$ cat config.mk
export PLATFORM = sky130hd
export DESIGN_NAME = ele_call_panel
export DESIGN_NICKNAME = d
export VERILOG_FILES = /design/src/rtl/ele_call_panel.sv
export SDC_FILE = /design/constraint.sdc
export NUM_CORES = 1
export LEC_CHECK = 0
export ABC_AREA = 1
export BUFFER_PORTS_ARGS = -buffer_cell sky130_fd_sc_hd__buf_2
export CAP_MARGIN = 20
export CORE_UTILIZATION = 40
export CTS_BUF_LIST = sky130_fd_sc_hd__clkbuf_8
export CTS_CLUSTER_DIAMETER = 50
export CTS_CLUSTER_SIZE = 16
export DETAILED_ROUTE_END_ITERATION = 7
export GPL_ROUTABILITY_DRIVEN = 0
export PLACE_DENSITY = 0.56
export SYNTH_ARGS = -nofsm -noshare
export SYNTH_HDL_FRONTEND = slang
export SYNTH_SLANG_ARGS = --single-unit
$ cat constraint.sdc
create_clock -name clk -period 3.7 [get_ports clk]
set_input_delay 0.37 -clock clk [delete_from_list [all_inputs] [get_ports clk]]
set_output_delay 0.37 -clock clk [all_outputs]
set_load 0.01 [all_outputs]
$ cat src/rtl/ele_call_panel.sv
// Call-register front end for ele_ctrl: latches button presses, picks SCAN-ordered
// targets, presents them as a held one-hot req and times the door after each stop.
module ele_call_panel #(
    parameter int unsigned DOOR_CYCLES = 4
) (
    input  logic       clk,
    input  logic       rst,
    input  logic [3:0] btn,
    input  logic [1:0] curr_flr,
    input  logic       moving,
    output logic [3:0] req,
    output logic [3:0] pending,
    output logic       door_open,
    output logic       busy
);

    localparam int unsigned NUM_FLR = 4;
    localparam int unsigned CNT_W   = 8;
    localparam logic [CNT_W-1:0] DOOR_LOAD = CNT_W'(DOOR_CYCLES);

    localparam logic [1:0] S_IDLE  = 2'd0;
    localparam logic [1:0] S_SERVE = 2'd1;
    localparam logic [1:0] S_DOOR  = 2'd2;

    logic [1:0]       state, state_n;
    logic [1:0]       target, target_n;
    logic             dir, dir_n;
    logic [CNT_W-1:0] cnt, cnt_n;
    logic [3:0]       btn_q;

    logic [3:0] press;
    logic [3:0] clr;
    logic [3:0] here_calls;
    logic [3:0] pending_n;
    logic       above_any, below_any;
    logic [1:0] above_tgt, below_tgt;

    // Nearest pending floor above (lowest) and below (highest) the car.
    always_comb begin
        above_any = 1'b0;
        below_any = 1'b0;
        above_tgt = 2'd0;
        below_tgt = 2'd0;
        for (int i = 0; i < NUM_FLR; i++) begin
            if (pending[i] && (2'(i) > curr_flr) && !above_any) begin
                above_any = 1'b1;
                above_tgt = 2'(i);
            end
            if (pending[i] && (2'(i) < curr_flr)) begin
                below_any = 1'b1;
                below_tgt = 2'(i);
            end
        end
    end

    always_comb begin
        press      = btn & ~btn_q;
        here_calls = press | pending;
        state_n    = state;
        target_n   = target;
        dir_n      = dir;
        cnt_n      = cnt;
        clr        = 4'b0000;
        case (state)
            S_IDLE: begin
                if (here_calls[curr_flr] && !moving) begin
                    clr     = 4'b0001 << curr_flr;
                    cnt_n   = DOOR_LOAD;
                    state_n = S_DOOR;
                end else if (dir) begin
                    if (above_any) begin
                        target_n = above_tgt;
                        state_n  = S_SERVE;
                    end else if (below_any) begin
                        dir_n    = 1'b0;
                        target_n = below_tgt;
                        state_n  = S_SERVE;
                    end
                end else begin
                    if (below_any) begin
                        target_n = below_tgt;
                        state_n  = S_SERVE;
                    end else if (above_any) begin
                        dir_n    = 1'b1;
                        target_n = above_tgt;
                        state_n  = S_SERVE;
                    end
                end
            end
            S_SERVE: begin
                if ((curr_flr == target) && !moving) begin
                    clr     = 4'b0001 << target;
                    cnt_n   = DOOR_LOAD;
                    state_n = S_DOOR;
                end
            end
            S_DOOR: begin
                // A press at the current floor holds the door instead of queueing a call.
                if (press[curr_flr]) begin
                    clr   = 4'b0001 << curr_flr;
                    cnt_n = DOOR_LOAD;
                end else begin
                    if (cnt == CNT_W'(1)) begin
                        state_n = S_IDLE;
                    end
                    cnt_n = (cnt == '0) ? '0 : cnt - CNT_W'(1);
                end
            end
            default: state_n = S_IDLE;
        endcase
        pending_n = (pending | press) & ~clr;
    end

    always_ff @(posedge clk) begin
        if (!rst) begin
            state     <= S_IDLE;
            target    <= 2'd0;
            dir       <= 1'b1;
            cnt       <= '0;
            btn_q     <= 4'b0000;
            pending   <= 4'b0000;
            req       <= 4'b0000;
            door_open <= 1'b0;
            busy      <= 1'b0;
        end else begin
            state     <= state_n;
            target    <= target_n;
            dir       <= dir_n;
            cnt       <= cnt_n;
            btn_q     <= btn;
            pending   <= pending_n;
            req       <= (state_n == S_SERVE) ? (4'b0001 << target_n) : 4'b0000;
            door_open <= (state_n == S_DOOR);
            busy      <= (state_n != S_IDLE);
        end
    end

endmodule
# Word-level counts from Yosys, hierarchy flattened
# Cells that the tools add are included.
[word_totals] regBits=27 inputBits=9 output_inout_bits=10 word_cells=109
[classes] n_addsub=1 magnitude_cmp=9 n_eq_ne=8 n_shift=3 mux=49 n_bitwise=6 reduce_logical=24
[op_table] op="$mux 2" n=20
[op_table] op="$mux 8" n=4
[op_table] op="$pmux 8 s3" n=1
[op_table] op="$mux 1" n=17
[op_table] op="$logic_and 1x1->1" n=13
[op_table] op="$mux 4" n=3
[op_table] op="$pmux 4 s3" n=1
[op_table] op="$shl 1x2->4 const A" n=3
[op_table] op="$and 4x4->4" n=2
[op_table] op="$eq 8x1->1 const B" n=1
[op_table] op="$logic_not 8->1" n=1
[op_table] op="$not 4->4" n=2
[op_table] op="$sub 8x1->8 const B" n=1
[op_table] op="$pmux 2 s3" n=1
[op_table] op="$bmux 1 s2" n=2
[op_table] op="$eq 2x1->1 const B" n=2
[op_table] op="$eq 2x2->1 const B" n=2
[op_table] op="$gt 1x2->1 const A" n=2
[op_table] op="$gt 2x2->1 const A" n=2
[op_table] op="$logic_not 1->1" n=4
[op_table] op="$lt 1x2->1 const A" n=2
[op_table] op="$lt 2x2->1 const A" n=2
[op_table] op="$ne 2x2->1 const B" n=2
[op_table] op="$or 4x4->4" n=1
[op_table] op="other kinds (8)" n=9

# Depth between registers and ports, before layout
[depth] ltp_word=19 mapped_depth=12 depth_no_buf=12

# Least setup slack after synthesis
# Ideal clock, no wire load.
[synth_timing] path_type="input -> register" start="in curr_flr[1]" end="reg req[1]" setup_ns=0.121 arrival_time_ns=1.238 t_required_ns=3.579 path_slack_ns=2.341 path_stages=8 path_buffers=0 path_cell_list="nor2_1 nand3_1 nand2_1 nor2_2 nand2_4 nand3_1 o21ai_1 nor2_1"
[synth_via] elab_chain_cells=19 word_cells_on_any_way=62 cone_classes="order compare (8); eq/ne (2); shift (1); mux (34); reduce/logical (17)"
[synth_lines] element="start: declaration" line_no="9" source="input logic [1:0] curr_flr,"
[synth_lines] element="$gt 1x2->1" line_no="45" source="if (pending[i] && (2'(i) > curr_flr) && !above_any) begin"
[synth_lines] element="$logic_and 1x1->1" line_no="45"
[synth_lines] element="$mux 1" line_no="45"
[synth_lines] element="$logic_not 1->1" line_no="45"
[synth_lines] element="$logic_and 1x1->1" line_no="45"
[synth_lines] element="$mux 1" line_no="45"
[synth_lines] element="$logic_not 1->1" line_no="45"
[synth_lines] element="$logic_and 1x1->1" line_no="45"
[synth_lines] element="(+3 left out)"
[synth_lines] element="$mux 1" line_no="45"
[synth_lines] element="$mux 2" line_no="83" source="end else if (above_any) begin"
[synth_lines] element="$mux 2" line_no="80" source="if (below_any) begin"
[synth_lines] element="$mux 2" line_no="70" source="end else if (dir) begin"
[synth_lines] element="$mux 2" line_no="66" source="if (here_calls[curr_flr] && !moving) begin"
[synth_lines] element="$pmux 2 s3" line_no="64" source="case (state)"
[synth_lines] element="$eq 2x1->1" line_no="132" source="req <= (state_n == S_SERVE) ? (4'b0001 << target_n) : 4'b0000;"
[synth_lines] element="$reduce_and 2->1 (no source line)"
[synth_lines] element="end signal: assignment" line_no="132"
[synth_lines] element="end: declaration" line_no="11" source="output logic [3:0] req,"
# Several ways; a longest one is shown, not always the timed one. The select of a mux whose other input is x is not followed.
# A chain may end at the register's enable or synchronous reset.

# Final worst setup path
[layout_timing] start="reg cnt[5]" end="reg cnt[2]"
[layout_via] elab_chain_cells=4
[layout_lines] element="start: declaration" line_no="28" source="logic [CNT_W-1:0] cnt, cnt_n;"
[layout_lines] element="start signal: assignment" line_no="129" source="cnt <= cnt_n;"
[layout_lines] element="$logic_not 8->1" line_no="106" source="cnt_n = (cnt == '0) ? '0 : cnt - CNT_W'(1);"
[layout_lines] element="$mux 8" line_no="106"
[layout_lines] element="$mux 8" line_no="99" source="if (press[curr_flr]) begin"
[layout_lines] element="$pmux 8 s3" line_no="64"
# No other way between the ends.

==> flow_summary.ini <==
[global_route]
grt_max_degree = 16
grt_pass1_vias = 1368
antenna_found_initial = 0
grt_pass1_wl_um = 5770
grt_usage = 0.179
gr-total-overflow = 0

[critical_path]
rr_worst_depth = 7
r2r-end = cnt[2]$_SDFFE_PN0P_
crit_fanout = 6
worst-setup-path-type = reg2reg
crit_arrival_ns = 1.69
start_kind = register
end_kind = register
regToRegStartpoint = cnt[5]$_SDFFE_PN0P_
cp.required_ns = 3.86
rrSetupSlack_ns = 2.17

[hold_path]
whs_endpoint = btn_q[1]$_SDFF_PN0_
hold_depth = 3
worst_hold_path_type = in2reg
holdCritStartpoint = btn[1]

[logic_synthesis]
yosysWarnings = 0
synth-xor-area-share = 0.0410
synth_cell_types = 25
synth_top_family_by_area = simple AND/OR/NAND/NOR gates
synth_top_area_share = 0.362
synth_top_cell_by_area = dfxtp_1
synthesis.area_um2 = 1500
synth-compound-area-share = 0.0845
seq_area_frac_synth = 0.362
avgSynthCellArea_um2 = 6.59
ys_ff_latch = 27
mappedNetlistNets = 239
synthMuxAreaShare = 0
synth.area.top_cells = dfxtp_1, nand2_1, inv_1, nor2_1, nand3_1
synth_fa_ha_area_frac = 0.0251
synth-simple-area-share = 0.380
synthCells = 227

[cells_and_area]
mostFrequentLayoutCell = nand2_1
syn2layout_area_growth_pct = 12.7
mostFrequentLayoutCells = nand2_1, inv_1, dfxtp_1
n_antenna_cell = 0
nNetsFinal = 261
fill_cells = 395
drive_gt1_frac = 0.141
stdcell_count = 294

[timing]
tightest_slew_ns = 0.533
min_period_ns = 1.53
fmax_mhz = 655
slew_viol_final = 0
setup_violations = 0
post-route-period-util = 0.413
fin_skew_ns = 0.00570
worst_slack_ns = 2.17
max_slew_margin = 0.644
hold_viol = 0
hold_ws_ns = 0.289
fin_tns_setup_ns = 0
rsz0062_at_grt = no

[placement]
dp_worst_setup_slack_ns = 2.00
dp_cells = 290
io_buffers = 18
hpwl_um = 2480

[pwr]
power_w = 0.000808
p_per_area_nw_per_um2 = 479
leakagePower_nw = 0.897
ir_drop_uv = 234

[clock_tree]
cts.hold.buffers_added = 0
cts_tree = done
clock-root-buffer = clkbuf_8
cts.sinks = 27
cts-resized-gates = 0
cts_max_level = 1
numCtsBuffers = 3
insertion_delay_ns = 0.27
clockBufferDepth = 2
cts_setup_buffers = 0
clkTransAtPathRegs_ns = 0.09

[drt]
drt-total-wl_um = 3180
wl_per_cell_um = 10.8
vias_per_cell = 4.75
first_pass_iters = 4
drt_iter0_markers = 45
drc_errors = 0
vias = 1396
ant_nets = 0

[die]
rows = 21
start_util = 0.431
die_area_um2 = 3990
die_w_um = 63.1
fp.dieH_um = 63.1
io_pins = 19
coreArea_um2 = 3470

[flow_run]
cap_violations = 0

[status]
status = completed
==> registers in the layout, summed over array words and instances (netlist names) <==
signal,count
cnt,8
btn_q,4
pending,4
req,4
state,2
target,2
busy,1
dir,1
door_open,1
==> critical path, stage by stage, from the launching register on <==
cell and delay [ns]:
dfxtp_1 0.35, nor2_1 0.13, nor3b_1 0.34, nand3_1 0.31, nand2_1 0.13, nand2_1 0.06
nand2_1 0.05, a21oi_1 0.04
==> area by class of cell <==
class / count / area, um2 / area share
flip-flops and latches: 27 / 541 / 0.321
clock inverters: 1 / 5.00 / 0.00297
repair buffers: 18 / 90.1 / 0.0535
clock buffers: 3 / 41.3 / 0.0245
inverters: 42 / 158 / 0.0935
well taps: 46 / 57.6 / 0.0341
multi-input cells: 157 / 793 / 0.471
==> layer usage <==
layer / share of wire / global-route usage / vias to the layer above
met5: 0 / 0 / -
met4: 0.011 / 0.0581 / 0
met3: 0.047 / 0.0362 / 5
met2: 0.45 / 0.297 / 21
met1: 0.49 / 0.231 / 620
li1: - / - / 750
==> cell usage after synthesis <==
library cell / n
nand2_1: 64
inv_1: 38
dfxtp_1: 27
nor2_1: 22
nand3_1: 15
a21oi_1: 10
nand4_1: 9
xor2_1: 6
o21ai_0: 5
a211oi_1: 4
nor2_2: 4
nor3_1: 4
ha_1: 3
inv_2: 3
nand2_2: 3
a21oi_4: 1
clkbuf_1: 1
clkinv_1: 1
nand2_4: 1
nand3_4: 1
nand3b_1: 1
nor3b_1: 1
o21ai_1: 1
or2_1: 1
xnor2_1: 1
==> cells by family after synthesis <==
group,count (synthesis)
AND/OR/NAND/NOR,126
XOR/XNOR,7
AO/OA/AOI/OAI,21
buffers and inverters,43
flip-flops,27
adder cells (fa/ha/maj),3
==> report_power, final <==
group	leakage [nW]	switching, W	total [W]	internal, W
combinational	0.650	0.000190	0.000291	0.000101
sequential	0.222	0.0000253	0.000352	0.000327
clock	0.0255	0.0000886	0.000164	0.0000754
total	0.897	0.000304	0.000808	0.000503
==> how the worst max path moves through the flow <==
stage / start / slack [ns] / cells past startpoint / end
6_report: cnt[5]$_SDFFE_PN0P_ / 2.17 / 7 / cnt[2]$_SDFFE_PN0P_
3_3_place_gp: curr_flr[1] / 2.04 / 9 / req[3]$_SDFF_PN0_
5_1_grt: cnt[5]$_SDFFE_PN0P_ / 1.98 / 7 / cnt[2]$_SDFFE_PN0P_
3_5_place_dp: curr_flr[1] / 2.00 / 9 / target[0]$_SDFF_PN0_
2_1_floorplan: curr_flr[1] / 2.34 / 8 / req[1]$_SDFF_PP0_
4_1_cts: cnt[5]$_SDFFE_PN0P_ / 2.20 / 7 / cnt[2]$_SDFFE_PN0P_
==> stage by stage <==
step	area [um2]	util
3_3_place_gp	1640	0.473
5_1_grt	1690	0.486
6_report	1690	0.486
4_1_cts	1690	0.486
3_5_place_dp	1640	0.473
2_1_floorplan	1500	-
(Power assumes the default switching activity.)
